--- config.mk ---
export PLATFORM = sky130hd
export DESIGN_NAME = adc733_rx_flat
export DESIGN_NICKNAME = d
export VERILOG_FILES = /design/src/rtl/adc733_pkg.sv /design/src/rtl/adc733_rx_if.sv /design/src/rtl/adc733_rx_fifo.sv /design/src/rtl/adc733_rx.sv /design/src/flat_wrapper.sv
export SDC_FILE = /design/constraint.sdc
export NUM_CORES = 1
export LEC_CHECK = 0
export ABC_AREA = 1
export BUFFER_PORTS_ARGS = -buffer_cell sky130_fd_sc_hd__buf_2
export CAP_MARGIN = 15
export CORE_MARGIN = 2
export CORE_UTILIZATION = 23
export CTS_CLUSTER_DIAMETER = 120
export CTS_CLUSTER_SIZE = 8
export DETAILED_ROUTE_END_ITERATION = 16
export PLACE_DENSITY_LB_ADDON = 0.12
export SLEW_MARGIN = 40
export SYNTH_ARGS = -nofsm -noshare
export SYNTH_HDL_FRONTEND = slang
export SYNTH_SLANG_ARGS = --single-unit
export TNS_END_PERCENT = 50
--- constraint.sdc ---
create_clock -name clk -period 7 [get_ports clk]
set_clock_uncertainty 0.15 [all_clocks]
set_input_delay 0.35 -clock clk [delete_from_list [all_inputs] [get_ports clk]]
set_output_delay 0.35 -clock clk [all_outputs]
set_load 0.1 [all_outputs]
--- src/rtl/adc733_pkg.sv ---
// Purpose : shared constants, FSM encoding and word helpers for the adc733 receiver.
// Latency : n/a (declarations only).
// Backpres: n/a.
package adc733_pkg;

    localparam int WORD_W        = 16;
    localparam int CTRL_FLAG_BIT = 15;
    localparam int BIT_CNT_W     = 4;

    typedef enum logic {
        IDLE  = 1'b0,
        SHIFT = 1'b1
    } rx_state_e;

    // Control readback words carry a 1 in the top bit; samples carry a 0.
    function automatic logic is_ctrl(input logic [WORD_W-1:0] w);
        return w[CTRL_FLAG_BIT];
    endfunction

endpackage

--- src/rtl/adc733_rx_if.sv ---
// Purpose : system-side bundle of the adc733 receiver (sample FIFO read port,
//           control readback, status pulses, channel sync and overflow clear).
// Latency : n/a (wiring only).
// Backpres: consumer pops with rd_en; no backpressure toward the converter.
// Ports   : master = system side (drives sync/rd_en/ovf_clr),
//           slave  = receiver side (drives read data, flags and pulses).
interface adc733_rx_if
    import adc733_pkg::*;
#(
    parameter int CH_W = 3
);
    logic              sync;
    logic              rd_en;
    logic              ovf_clr;
    logic [WORD_W-1:0] rd_data;
    logic [CH_W-1:0]   rd_channel;
    logic              rd_valid;
    logic              empty;
    logic [WORD_W-1:0] ctrl_word;
    logic              ctrl_valid;
    logic              frame_err;
    logic              overflow;

    modport master (
        output sync, rd_en, ovf_clr,
        input  rd_data, rd_channel, rd_valid, empty,
        input  ctrl_word, ctrl_valid, frame_err, overflow
    );

    modport slave (
        input  sync, rd_en, ovf_clr,
        output rd_data, rd_channel, rd_valid, empty,
        output ctrl_word, ctrl_valid, frame_err, overflow
    );
endinterface

--- src/rtl/adc733_rx_fifo.sv ---
// Purpose : single-clock FIFO with registered read data and full/empty flags.
// Latency : write visible (empty low) the cycle after wr_en; rd_data one cycle after rd_en.
// Backpres: writes while full are ignored unless a pop happens in the same cycle.
// Ports   : clk/rst_l, wr_en/wr_data, rd_en -> rd_data/rd_valid, empty, full.
module adc733_rx_fifo #(
    parameter int WIDTH = 19,
    parameter int DEPTH = 16
) (
    input  logic             clk,
    input  logic             rst_l,
    input  logic             wr_en,
    input  logic [WIDTH-1:0] wr_data,
    input  logic             rd_en,
    output logic [WIDTH-1:0] rd_data,
    output logic             rd_valid,
    output logic             empty,
    output logic             full
);
    localparam int AW = $clog2(DEPTH);

    logic [WIDTH-1:0] mem_q [DEPTH];
    logic [AW:0]      wptr_q, wptr_d;
    logic [AW:0]      rptr_q, rptr_d;
    logic [WIDTH-1:0] rd_data_q, rd_data_d;
    logic             rd_valid_q, rd_valid_d;
    logic             do_pop, do_push;

    // Pointers carry one extra wrap bit so full and empty are distinguishable.
    assign empty   = (wptr_q == rptr_q);
    assign full    = (wptr_q[AW] != rptr_q[AW]) && (wptr_q[AW-1:0] == rptr_q[AW-1:0]);
    assign do_pop  = rd_en && !empty;
    // A pop in the same cycle frees the slot, so a write on full still lands.
    assign do_push = wr_en && (!full || do_pop);

    always_comb begin
        wptr_d     = wptr_q;
        rptr_d     = rptr_q;
        rd_data_d  = rd_data_q;
        rd_valid_d = 1'b0;
        if (do_push) begin
            wptr_d = wptr_q + 1'b1;
        end
        if (do_pop) begin
            rptr_d     = rptr_q + 1'b1;
            rd_data_d  = mem_q[rptr_q[AW-1:0]];
            rd_valid_d = 1'b1;
        end
    end

    always_ff @(posedge clk or negedge rst_l) begin
        if (!rst_l) begin
            wptr_q     <= '0;
            rptr_q     <= '0;
            rd_data_q  <= '0;
            rd_valid_q <= 1'b0;
        end else begin
            wptr_q     <= wptr_d;
            rptr_q     <= rptr_d;
            rd_data_q  <= rd_data_d;
            rd_valid_q <= rd_valid_d;
        end
    end

    // Storage needs no reset: the pointers define what is valid.
    always_ff @(posedge clk) begin
        if (do_push) begin
            mem_q[wptr_q[AW-1:0]] <= wr_data;
        end
    end

    assign rd_data  = rd_data_q;
    assign rd_valid = rd_valid_q;

endmodule

--- src/rtl/adc733_rx.sv ---
// Purpose : adc733 SDO deserializer; splits control readback from samples, tags
//           samples with a channel index and buffers them in a FIFO.
// Latency : LSB SCLK falling edge -> ctrl_valid / FIFO non-empty in 3 clk.
// Backpres: none toward the converter; samples arriving on a full FIFO are
//           dropped and flagged in the sticky overflow bit.
// Ports   : clk, rst_l, SCLK/SDOFS/SDO (async serial pins), bus (slave modport).
module adc733_rx
    import adc733_pkg::*;
#(
    parameter int NUM_CH     = 6,
    parameter int FIFO_DEPTH = 16
) (
    input  logic         clk,
    input  logic         rst_l,
    input  logic         SCLK,
    input  logic         SDOFS,
    input  logic         SDO,
    adc733_rx_if.slave   bus
);
    localparam int CH_W = (NUM_CH > 1) ? $clog2(NUM_CH) : 1;

    // Serial pin synchronizers; [1] is the stable stage.
    logic [1:0] sclk_sync_q, sdofs_sync_q, sdo_sync_q;
    logic       sclk_prev_q;
    logic       strobe, sdo_bit, fs_bit;

    rx_state_e             state_q, state_d;
    logic [BIT_CNT_W-1:0]  bit_cnt_q, bit_cnt_d;
    logic [WORD_W-1:0]     shift_q, shift_d;
    logic [WORD_W-1:0]     word_in;
    logic                  word_done;
    logic [CH_W-1:0]       chan_cnt_q, chan_cnt_d;
    logic [WORD_W-1:0]     ctrl_word_q, ctrl_word_d;
    logic                  ctrl_valid_q, ctrl_valid_d;
    logic                  frame_err_q, frame_err_d;
    logic                  overflow_q, overflow_d;

    logic                     sample_push;
    logic                     fifo_empty, fifo_full, fifo_pop, fifo_drop;
    logic [CH_W+WORD_W-1:0]   fifo_rd_data;

    // Data and frame sync come from the same stage as the edge, so the bit
    // seen at the strobe is the one that was stable across SCLK falling.
    assign strobe  = sclk_prev_q & ~sclk_sync_q[1];
    assign sdo_bit = sdo_sync_q[1];
    assign fs_bit  = sdofs_sync_q[1];
    assign word_in = {shift_q[WORD_W-2:0], sdo_bit};

    always_ff @(posedge clk or negedge rst_l) begin
        if (!rst_l) begin
            sclk_sync_q  <= '0;
            sdofs_sync_q <= '0;
            sdo_sync_q   <= '0;
            sclk_prev_q  <= 1'b0;
        end else begin
            sclk_sync_q  <= {sclk_sync_q[0], SCLK};
            sdofs_sync_q <= {sdofs_sync_q[0], SDOFS};
            sdo_sync_q   <= {sdo_sync_q[0], SDO};
            sclk_prev_q  <= sclk_sync_q[1];
        end
    end

    always_comb begin
        state_d     = state_q;
        bit_cnt_d   = bit_cnt_q;
        shift_d     = shift_q;
        frame_err_d = 1'b0;
        word_done   = 1'b0;
        if (strobe) begin
            case (state_q)
                IDLE: begin
                    if (fs_bit) begin
                        shift_d   = {{(WORD_W-1){1'b0}}, sdo_bit};
                        bit_cnt_d = BIT_CNT_W'(1);
                        state_d   = SHIFT;
                    end
                end
                SHIFT: begin
                    if (fs_bit) begin
                        // Frame restarted early: drop the partial word and
                        // treat this bit as the MSB of the new one.
                        frame_err_d = 1'b1;
                        shift_d     = {{(WORD_W-1){1'b0}}, sdo_bit};
                        bit_cnt_d   = BIT_CNT_W'(1);
                    end else if (bit_cnt_q == BIT_CNT_W'(WORD_W-1)) begin
                        word_done = 1'b1;
                        shift_d   = word_in;
                        bit_cnt_d = '0;
                        state_d   = IDLE;
                    end else begin
                        shift_d   = word_in;
                        bit_cnt_d = bit_cnt_q + 1'b1;
                    end
                end
                default: state_d = IDLE;
            endcase
        end
    end

    assign sample_push = word_done && !is_ctrl(word_in);
    assign fifo_pop    = bus.rd_en && !fifo_empty;
    assign fifo_drop   = sample_push && fifo_full && !fifo_pop;

    always_comb begin
        chan_cnt_d   = chan_cnt_q;
        ctrl_word_d  = ctrl_word_q;
        ctrl_valid_d = 1'b0;
        overflow_d   = overflow_q;
        if (word_done && is_ctrl(word_in)) begin
            ctrl_word_d  = word_in;
            ctrl_valid_d = 1'b1;
        end
        // Tag advances on every completed sample, stored or dropped.
        if (sample_push) begin
            chan_cnt_d = (chan_cnt_q == CH_W'(NUM_CH-1)) ? '0 : chan_cnt_q + 1'b1;
        end
        // A coincident sample already took the old tag via the FIFO write.
        if (bus.sync) begin
            chan_cnt_d = '0;
        end
        if (bus.ovf_clr) begin
            overflow_d = 1'b0;
        end
        // A drop in the same cycle as a clear keeps the flag set.
        if (fifo_drop) begin
            overflow_d = 1'b1;
        end
    end

    always_ff @(posedge clk or negedge rst_l) begin
        if (!rst_l) begin
            state_q      <= IDLE;
            bit_cnt_q    <= '0;
            shift_q      <= '0;
            chan_cnt_q   <= '0;
            ctrl_word_q  <= '0;
            ctrl_valid_q <= 1'b0;
            frame_err_q  <= 1'b0;
            overflow_q   <= 1'b0;
        end else begin
            state_q      <= state_d;
            bit_cnt_q    <= bit_cnt_d;
            shift_q      <= shift_d;
            chan_cnt_q   <= chan_cnt_d;
            ctrl_word_q  <= ctrl_word_d;
            ctrl_valid_q <= ctrl_valid_d;
            frame_err_q  <= frame_err_d;
            overflow_q   <= overflow_d;
        end
    end

    adc733_rx_fifo #(
        .WIDTH (CH_W + WORD_W),
        .DEPTH (FIFO_DEPTH)
    ) u_fifo (
        .clk      (clk),
        .rst_l    (rst_l),
        .wr_en    (sample_push),
        .wr_data  ({chan_cnt_q, word_in}),
        .rd_en    (bus.rd_en),
        .rd_data  (fifo_rd_data),
        .rd_valid (bus.rd_valid),
        .empty    (fifo_empty),
        .full     (fifo_full)
    );

    assign bus.rd_data    = fifo_rd_data[WORD_W-1:0];
    assign bus.rd_channel = fifo_rd_data[WORD_W +: CH_W];
    assign bus.empty      = fifo_empty;
    assign bus.ctrl_word  = ctrl_word_q;
    assign bus.ctrl_valid = ctrl_valid_q;
    assign bus.frame_err  = frame_err_q;
    assign bus.overflow   = overflow_q;

endmodule

--- src/flat_wrapper.sv ---
// flat-port wrapper written by rule: the top's interface ports become plain ports
module adc733_rx_flat import adc733_pkg::*;
#(
    parameter int NUM_CH     = 6,
    parameter int FIFO_DEPTH = 16
)
  (clk, rst_l, SCLK, SDOFS, SDO, bus_sync, bus_rd_en, bus_ovf_clr, bus_rd_data, bus_rd_channel, bus_rd_valid, bus_empty, bus_ctrl_word, bus_ctrl_valid, bus_frame_err, bus_overflow);
  adc733_rx_if #(.CH_W((3))) bus_i ();
  input  logic clk;
  input  logic rst_l;
  input  logic SCLK;
  input  logic SDOFS;
  input  logic SDO;
  input wire logic [$bits(bus_i.sync)-1:0] bus_sync;
  input wire logic [$bits(bus_i.rd_en)-1:0] bus_rd_en;
  input wire logic [$bits(bus_i.ovf_clr)-1:0] bus_ovf_clr;
  output wire logic [$bits(bus_i.rd_data)-1:0] bus_rd_data;
  output wire logic [$bits(bus_i.rd_channel)-1:0] bus_rd_channel;
  output wire logic [$bits(bus_i.rd_valid)-1:0] bus_rd_valid;
  output wire logic [$bits(bus_i.empty)-1:0] bus_empty;
  output wire logic [$bits(bus_i.ctrl_word)-1:0] bus_ctrl_word;
  output wire logic [$bits(bus_i.ctrl_valid)-1:0] bus_ctrl_valid;
  output wire logic [$bits(bus_i.frame_err)-1:0] bus_frame_err;
  output wire logic [$bits(bus_i.overflow)-1:0] bus_overflow;
  assign bus_i.sync = bus_sync;
  assign bus_i.rd_en = bus_rd_en;
  assign bus_i.ovf_clr = bus_ovf_clr;
  assign bus_rd_data = bus_i.rd_data;
  assign bus_rd_channel = bus_i.rd_channel;
  assign bus_rd_valid = bus_i.rd_valid;
  assign bus_empty = bus_i.empty;
  assign bus_ctrl_word = bus_i.ctrl_word;
  assign bus_ctrl_valid = bus_i.ctrl_valid;
  assign bus_frame_err = bus_i.frame_err;
  assign bus_overflow = bus_i.overflow;
  adc733_rx #(.NUM_CH(NUM_CH), .FIFO_DEPTH(FIFO_DEPTH)) u_core (.clk(clk), .rst_l(rst_l), .SCLK(SCLK), .SDOFS(SDOFS), .SDO(SDO), .bus(bus_i));
endmodule
==> flow_summary_export.csv <==
group,metric,value,unit
die,design.die.area,74000,um^2
synth,syn_avg_cell_area,9.97,um^2
setup_path,worst_path_max_delay_cell,"dfrtp_4",
clock_network,clock-root-buffer,"clkbuf_16",
die,die_x,272,um
grt,grt_pass1_vias,10800,
min_path,hp-class,"input pin to async pin",
power_and_ir_drop,ir_drop,0.000252,V
power_and_ir_drop,p_leak,0.00850,uW
final_layout,ff_latch_area,11100,um^2
flow_run,drv_cap,0,
setup_path,cp_max_fo,66,
grt,grt_pass1_wl,71800,um
synth,synth_ff_type,"edfxtp_1",
die,start_util,23.2,%
setup_path,worstRegToRegCells,8,
timing,setup_tns,0,ns
detailed_routing,drt-pass1-iter-count,5,
clock_network,clk_pin_slew,0.06,ns
setup_path,critPathTopFamily,"simple AND/OR/NAND/NOR gates",
synth,synth_fp_nets,1670,
final_layout,nFillCells,7543,
clock_network,cts_tree,"done",
clock_network,clock-sinks,383,
run_status,outcome,"completed",
setup_path,worstPathBufferInverterCount,2,
power_and_ir_drop,powerDensity,348,nW/um^2
detailed_routing,drt-total-wl,48600,um
timing,setup_viol,0,
setup_path,worstReg2RegEnd,"u_core.u_fifo.mem_q[3][1]",
synth,yosysMostFrequentCell,"nand2_1",
placed_design,place_area,17900,um^2
setup_path,cp.depth,8,
timing,fin_crit,3.80,ns
synth,synth.distinct_cells,29,
final_layout,multi_input_area,3870,um^2
grt,grtUsageTotal,13.2,%
synth,yosysWarnings,0,
synth,synth_top_cells_by_count,"583 x nand2_1, 323 x inv_1, 304 x edfxtp_1, 200 x nand3_1, 79 x dfrtp_1",
setup_path,cp.required,7.15,ns
final_layout,drive_above_1_share,10.2,%
placed_design,gp_congestion,0.738,
grt,grt_max_degree,70,
synth,synth_area_leaders,"edfxtp_1 55%, nand2_1 13%, dfrtp_1 12%, inv_1 7.3%, nand3_1 6.1%",
synth,syn_inst,1656,
placed_design,io_buffers,47,
die,rows,98,
final_layout,fin_area,19500,um^2
synth,synthArstFlopShare,20.6,%
setup_path,cp_data_arrival_time,3.95,ns
timing,maxSlewHeadroom,47.4,%
synth,yosysSeqAreaShare,67.3,%
clock_network,cts_setup_buffers,0,
placed_design,dp_hpwl,29500,um
detailed_routing,num_vias,10800,
synth,synth_edf_count,304,
timing,hold_violations,0,
clock_network,cts_buffers,53,
synth,synth.largest_area_cell,"edfxtp_1",
synth,yosys_register_bits,383,
setup_path,reg2reg_from,"u_core.u_fifo.rptr_q[0]",
timing,tightestPinTransition,0.784,ns
clock_network,clockBufferDepth,3,
die,fp.dieH,272,um
clock_network,ctsResizeCount,0,
clock_network,cts-htree-levels,2,
setup_path,criticalPathCategory,"flop to flop",
grt,antenna_found_initial,3,
final_layout,final_nets,1733,
detailed_routing,vias_per_cell,4.00,
timing,min_period_over_period,54.2,%
detailed_routing,remaining_drc_errors,0,
die,io_pins,48,
synth,synth_top_cell_area_share,55.3,%
detailed_routing,wl_per_cell,18.0,um
setup_path,end_kind,"flop",
setup_path,cp_cell_sequence,"buf_4 > nand2_1 > nand2_1 > nor2_1 > nand3_1 > nand2_2 > nor3_2 > buf_4",
detailed_routing,drt_iter0_drc,627,
timing,rsz0062_at_grt,"false",
grt,overflow,0,
synth,syn_area,16500,um^2
die,core-area,71200,um^2
timing,max_freq,263,MHz
final_layout,area_growth_syn_to_layout,17.8,%
timing,drv_slew,0,
clock_network,clk-insertion-delay-late,0.60,ns
setup_path,start_kind,"flop",
setup_path,rrSetupSlack,3.20,ns
detailed_routing,ant_nets,0,
setup_path,slowest_delay,0.71,ns
[stage by stage]
step	total power, uW	setup slack, ns	hold WS, ns	utilization [%]	instances
2_1_floorplan	3990	3.91	-0.0956	-	1656
3_3_place_gp	4470	3.06	0.137	25.0	2607
3_5_place_dp	4460	3.09	0.140	25.1	2607
4_1_cts	6910	3.10	0.0308	27.3	2704
5_1_grt	7170	2.85	0.0715	27.3	2704
6_report	6780	3.20	0.0528	27.3	2705
[registers in the layout, summed over array words and instances, names as in the netlist, 3 cells and up]
signal                 count
u_core.chan_cnt_q          3
u_core.u_fifo.mem_q      304
u_core.bit_cnt_q           4
u_core.u_fifo.wptr_q       5
u_core.u_fifo.rd_data     19
u_core.bus.ctrl_word      16
u_core.u_fifo.rptr_q       5
u_core.shift_q            15
[report_power, final]
group          internal (uW)  switching [uW]  total (uW)
clock network           1420             979        2400
logic                    398            1360        1750
registers               2520             108        2620
[cell families after synthesis]
logic type	synth area share, %
and+or+nand+nor	20.5
AOI/OAI and AO/OA	1.32
buffers and inverters	9.84
adders and majority gates	0.455
DFF	67.3
xor gates and xnor gates	0.583
[cell type report]
type,instances,share of cell area [%]
inverter,329,6.37
sequential,383,57.2
tap,950,6.11
antenna,1,0.0129
clock buffer,88,7.60
multi-input combinational,873,19.9
clock inverter,2,0.187
timing repair buffer,79,2.59
[layout by cell type, fill, tap and decap left out, drive strengths merged, types with 5 or more instances in the layout]
cell	instances
nor3	16
nor2	10
clkbuf	88
nand2	586
ha	6
xnor2	5
dlygate4sd3	7
buf	72
inv	327
edfxtp	304
o22ai	16
xor2	6
nand3	202
o21ai	21
dfrtp	79
[metal layers]
| layer | routed length [um] | vias to the layer above | track usage (%) |
|---|---|---|---|
| met3 | 1790 | 59 | 1.99 |
| met1 | 23000 | 5254 | 18.0 |
| met2 | 22800 | 169 | 21.7 |
| met5 | 0 | - | 0 |
| li1 | - | 5347 | - |
| met4 | 967 | 0 | 3.72 |
[how the worst max path moves through the flow]
stage | start | to | slack (ns)
after global routing | u_core.u_fifo.rptr_q[0] | u_core.u_fifo.mem_q[3][1] | 2.85
after global placement | u_core.u_fifo.rptr_q[0] | u_core.u_fifo.mem_q[15][2] | 3.06
after detailed placement | u_core.u_fifo.rptr_q[0] | u_core.u_fifo.mem_q[3][0] | 3.09
after floorplan | u_core.bit_cnt_q[0] | u_core.u_fifo.mem_q[13][0] | 3.91
after CTS | u_core.u_fifo.rptr_q[0] | u_core.u_fifo.mem_q[3][3] | 3.10
final | u_core.u_fifo.rptr_q[0] | u_core.u_fifo.mem_q[3][1] | 3.20
[timing repair]
item                                   CTS  global route
setup endpoints to repair                0             0
hold buffers                             7             0
endpoints found under the hold margin   28             0
Power figures use the tool's default switching activity.
